`src/rtl/timer_sched.sv`:
```
// Two-requester round-robin scheduler that owns one shared up-counting timer.
// A winner's timeout is latched at grant; the owner gets a one-cycle done pulse when the count reaches it.
module timer_sched #(
  parameter int WIDTH = 8
) (
  input  logic             newclk_k,
  input  logic             rst,
  input  logic [1:0]       req,
  input  logic [WIDTH-1:0] tmo0,
  input  logic [WIDTH-1:0] tmo1,
  output logic [1:0]       gnt,
  output logic [1:0]       done,
  output logic             busy,
  output logic [WIDTH-1:0] cnt,
  output logic [1:0]       state
);

  localparam logic [1:0] IDLE = 2'd0;
  localparam logic [1:0] RUN  = 2'd1;
  localparam logic [1:0] DONE = 2'd2;

  // Handshake: a requester raises req[i] and holds it until done[i] is seen;
  // dropping it while granted aborts the run without a done pulse.

  logic [1:0]       state_r;
  logic [WIDTH-1:0] cmp_r;
  logic             last_r;
  logic             winner;
  logic             owner;

  assign state = state_r;
  assign busy  = (state_r != IDLE);
  assign owner = gnt[1];

  // On a tie the requester that was not served last wins.
  always_comb begin
    winner = 1'b0;
    if (req == 2'b11) winner = ~last_r;
    else              winner = req[1];
  end

  always_ff @(posedge newclk_k) begin
    if (rst) begin
      state_r <= IDLE;
      gnt     <= 2'b00;
      done    <= 2'b00;
      cnt     <= '0;
      cmp_r   <= '0;
      last_r  <= 1'b1;
    end else begin
      case (state_r)
        IDLE: begin
          if (req != 2'b00) begin
            gnt     <= winner ? 2'b10 : 2'b01;
            cmp_r   <= winner ? tmo1 : tmo0;
            cnt     <= '0;
            last_r  <= winner;
            state_r <= RUN;
          end
        end
        RUN: begin
          if (!req[owner]) begin
            gnt     <= 2'b00;
            state_r <= IDLE;
          end else if (cnt == cmp_r) begin
            done    <= gnt;
            gnt     <= 2'b00;
            state_r <= DONE;
          end else begin
            cnt <= cnt + 1'b1;
          end
        end
        DONE: begin
          done    <= 2'b00;
          state_r <= IDLE;
        end
        default: begin
          gnt     <= 2'b00;
          done    <= 2'b00;
          state_r <= IDLE;
        end
      endcase
    end
  end

endmodule

```
`config.mk`:
```
export PLATFORM = sky130hd
export DESIGN_NAME = timer_sched
export DESIGN_NICKNAME = d
export VERILOG_FILES = /design/src/rtl/timer_sched.sv
export SDC_FILE = /design/constraint.sdc
export NUM_CORES = 1
export LEC_CHECK = 0
export CORE_MARGIN = 8
export CORE_UTILIZATION = 51
export CTS_CLUSTER_DIAMETER = 120
export DETAILED_ROUTE_END_ITERATION = 7
export GPL_TIMING_DRIVEN = 0
export PLACE_DENSITY = 0.84
export SLEW_MARGIN = 20
export SYNTH_ARGS = -nofsm -noshare
export SYNTH_HDL_FRONTEND = slang
export SYNTH_SLANG_ARGS = --single-unit
```
`constraint.sdc`:
```
create_clock -name newclk_k -period 2.3 [get_ports newclk_k]
set_input_delay 0.46 -clock newclk_k [delete_from_list [all_inputs] [get_ports newclk_k]]
set_output_delay 0.46 -clock newclk_k [all_outputs]
set_load 0.03 [all_outputs]
```
==> results.py, run 1 <==
metrics = {
    "global_route": {
        "grt_overflow_total": 0,
        "antenna_found_initial": 0,
        "grt_max_degree": 14,
        "grt_pass1_wl_um": 5195,
        "grt_use_total_pct": 14.71,
        "grt_pass1_vias": 1115,
    },
    "floorplanning": {
        "core_area_sq_um": 2410,
        "die_h_um": 65.76,
        "io_pins": 35,
        "die_w_um": 65.76,
        "dieArea_sq_um": 4324,
        "start_util_pct": 52.39,
        "rows": 18,
    },
    "pwr": {
        "irDropWorstVdd_uv": 394.1,
        "power.density_nw_per_um2": 524.6,
        "leakage_nw": 0.5840,
    },
    "layout": {
        "nets": 202,
        "final_cells": 210,
        "layout_commonest_cell": "clkdlybuf4s50_1",
        "area_growth_pct": 31.91,
        "final_area_sq_um": 1665,
        "multi_input_area_sq_um": 728.2,
        "drive_gt1_share_pct": 10.56,
        "final_util_pct": 69.11,
        "n_antenna_cell": 0,
        "layout_common_cells": "34 x clkdlybuf4s50_1, 22 x dfxtp_1, 16 x nor2_1",
        "seq_area_sq_um": 461.7,
        "fillCellCount": 195,
    },
    "clocking": {
        "clk_latency_ns": 0.31,
        "numClockSinks": 23,
        "cts_tree": "yes",
        "numCtsBuffers": 3,
        "clock_path_buffers": 2,
        "path_clk_slew_ns": 0.13,
        "cts-root-buf": "clkbuf_4",
        "cts-htree-levels": 1,
        "cts_setup_buffers": 0,
    },
    "placement": {
        "dp_hpwl_um": 2398,
        "gp_congestion": 0.8548,
        "io_buffers": 34,
        "place_area_sq_um": 1640,
        "placed_cells": 207,
    },
    "synthesis": {
        "syn_area_sq_um": 1262,
        "synth_flop_cell": "dfxtp_1",
        "synth.net_count": 164,
        "synth.avg_cell_area_sq_um": 8.828,
        "yosysUniqueCellTypes": 39,
        "synth_cells": 143,
        "yosysSeqAreaShare_pct": 36.47,
        "yosysWarnings": 0,
        "ys_ff_latch": 23,
        "synth_async_sr_flop_share_pct": 0,
        "synth_edf_count": 0,
    },
    "worst_setup_path": {
        "reg2regPathDepth": 6,
        "end_kind": "output pin",
        "cpPeakStageDelay_ns": 0.67,
        "critical_path_arrival_ns": 1.64,
        "ff2ff_setup_slack_ns": 0.45,
        "cp_max_fo": 6,
        "criticalPathCategory": "reg -> out",
        "r2r_end": "cnt[1]",
        "crit_chain": "nor2_1, inv_1, clkdlybuf4s50_1",
        "critPathRequiredTime_ns": 1.84,
        "r2r-start": "cnt[0]",
        "critPathLaunchType": "flip-flop",
        "slowest_stage": "clkdlybuf4s50_1",
    },
    "drt": {
        "drc": 0,
        "wl_per_cell_um": 14.33,
        "drt-initial-drc-count": 29,
        "wl_met2_um": 1511,
        "viasPerCell": 5.590,
        "postRouteAntennaNets": 0,
        "highest_layer": "met4",
        "wl_met3_um": 189,
        "wl_um": 3009,
        "wl_met1_um": 1289,
        "vias": 1174,
        "firstDrtPassIters": 4,
    },
    "hold_path": {
        "min_to": "cmp_r[4]",
        "timing.hold.worst.class": "reg -> reg",
        "whs_path_depth": 2,
        "holdCritStartpoint": "cmp_r[4]",
    },
    "sta": {
        "finalCriticalPeriod_ns": 2.103,
        "final-hold-violation-count": 0,
        "grt_setup_unrepaired": "no",
        "setup_viol": 0,
        "finClkSkew_ns": 0.009355,
        "relSlewSlack_pct": 64.17,
        "max_freq_mhz": 475.5,
        "tns_ns": 0,
        "worst_slew_pin_slew_ns": 0.5326,
        "finalCritPeriodShare_pct": 91.44,
        "slew_viol_final": 0,
    },
    "outcome": {
        "status": "finished, final reports clean",
    },
    "flow_run": {
        "maxCapViolations": 0,
    },
}
==> flip-flops by register name (all words and copies together) (netlist names) <==
| register | flops |
|---|---|
| last_r | 1 |
| done | 2 |
| cmp_r | 8 |
| state | 2 |
| gnt | 2 |
| cnt | 8 |
==> worst max-delay path: cells and delay by family (launching register included) <==
family	cells	cell delay [ns]
buffers and inverters	2	0.77
DFF	1	0.46
and+or+nand+nor	1	0.11
==> where the power goes <==
group	internal [mW]	switching [mW]
sequential	0.425	0.0271
clock	0.0648	0.119
combinational	0.117	0.121
total	0.607	0.267
==> cells in the mapped netlist (2+ instances only) <==
cell | instances | share of area, %
nand2b_1 | 4 | 2.0
xnor2_1 | 6 | 4.2
inv_1 | 5 | 1.5
or2_2 | 2 | 0.99
buf_2 | 2 | 0.79
nand2_1 | 8 | 2.4
nor2b_1 | 2 | 0.99
nor3_1 | 4 | 1.6
buf_6 | 3 | 2.7
clkbuf_1 | 3 | 0.89
mux2i_1 | 11 | 8.7
a21o_1 | 2 | 1.2
nand4_1 | 7 | 3.5
a211oi_1 | 8 | 4.8
o211ai_1 | 3 | 1.8
a21oi_1 | 4 | 1.6
o21ai_0 | 2 | 0.79
a31oi_1 | 4 | 2.0
nand3_1 | 5 | 2.0
dfxtp_1 | 23 | 36
xnor2_2 | 2 | 2.6
nor2_1 | 16 | 4.8
==> worst max-delay path by stage <==
stage             start       end  slack, ns  cells past startpoint
6_report       state[0]      busy       0.20                      3
5_1_grt        state[0]      busy       0.13                      3
4_1_cts        state[1]      busy       0.07                      3
3_5_place_dp     req[1]  state[0]       0.11                      5
3_3_place_gp     req[1]    cnt[1]       0.13                      5
2_1_floorplan    cnt[3]    cnt[1]       0.46                      7
==> per-stage QoR <==
step,hold slack (ns),worst slack [ns],total power [mW]
finish,0.5216,0.1969,0.8736
global route,0.5416,0.1286,0.9210
CTS,0.5251,0.06687,0.8806
detailed placement,0.5034,0.1136,0.6987
global placement,0.4890,0.1265,0.6935
floorplan,0.4753,0.4643,0.6123
==> metal layers <==
layer / GRT usage (%) / up-vias
met4: 4.087 / 0
met5: 0 / -
met1: 17.29 / 546
met3: 3.571 / 2
met2: 25.70 / 33
li1: - / 593
==> layout make-up <==
cell class / instances / share of cell area, %
clock inverter: 1 / 0.3005
inverter: 5 / 1.127
timing repair buffer: 34 / 20.44
multi-input combinational: 107 / 43.73
buffer: 7 / 3.080
sequential: 23 / 27.72
tap: 30 / 2.254
clock buffer: 3 / 1.352
==> cells by family after synthesis <==
group           Yosys count  share of synthesized area (%)
mux                      12                          9.614
xor+xnor                  8                          6.739
simple gates             55                          22.20
flops                    23                          36.47
buf+inv                  13                          5.847
fa+ha+maj                 1                         0.9909
compound gates           31                          18.14
==> what timing repair did <==
item	CTS	global route
resized for setup	0	1
hold buffers	0	0
hold endpoints to repair	0	0
cloned	0	0
endpoints found under the setup margin	1	1
Power figures use the tool's default switching activity.
==> run 2: changes to the inputs <==
--- a/config.mk
+++ b/config.mk
@@ -10,6 +10,7 @@
 export CTS_CLUSTER_DIAMETER = 120
 export DETAILED_ROUTE_END_ITERATION = 7
 export GPL_TIMING_DRIVEN = 0
+export HOLD_SLACK_MARGIN = 0.03
 export PLACE_DENSITY = 0.84
 export SLEW_MARGIN = 20
 export SYNTH_ARGS = -nofsm -noshare
==> results of run 2 <==
Same layout as run 1: the final DEF is identical, and so are final timing and power.
==> run 3: changes to the inputs <==
--- a/config.mk
+++ b/config.mk
@@ -7,6 +7,7 @@
 export LEC_CHECK = 0
 export CORE_MARGIN = 8
 export CORE_UTILIZATION = 51
+export CTS_BUF_LIST = sky130_fd_sc_hd__clkbuf_4 sky130_fd_sc_hd__clkbuf_8 sky130_fd_sc_hd__clkbuf_16
 export CTS_CLUSTER_DIAMETER = 120
 export DETAILED_ROUTE_END_ITERATION = 7
 export GPL_TIMING_DRIVEN = 0
==> results of run 3 <==
Same layout as run 1: the final DEF is identical, and so are final timing and power.
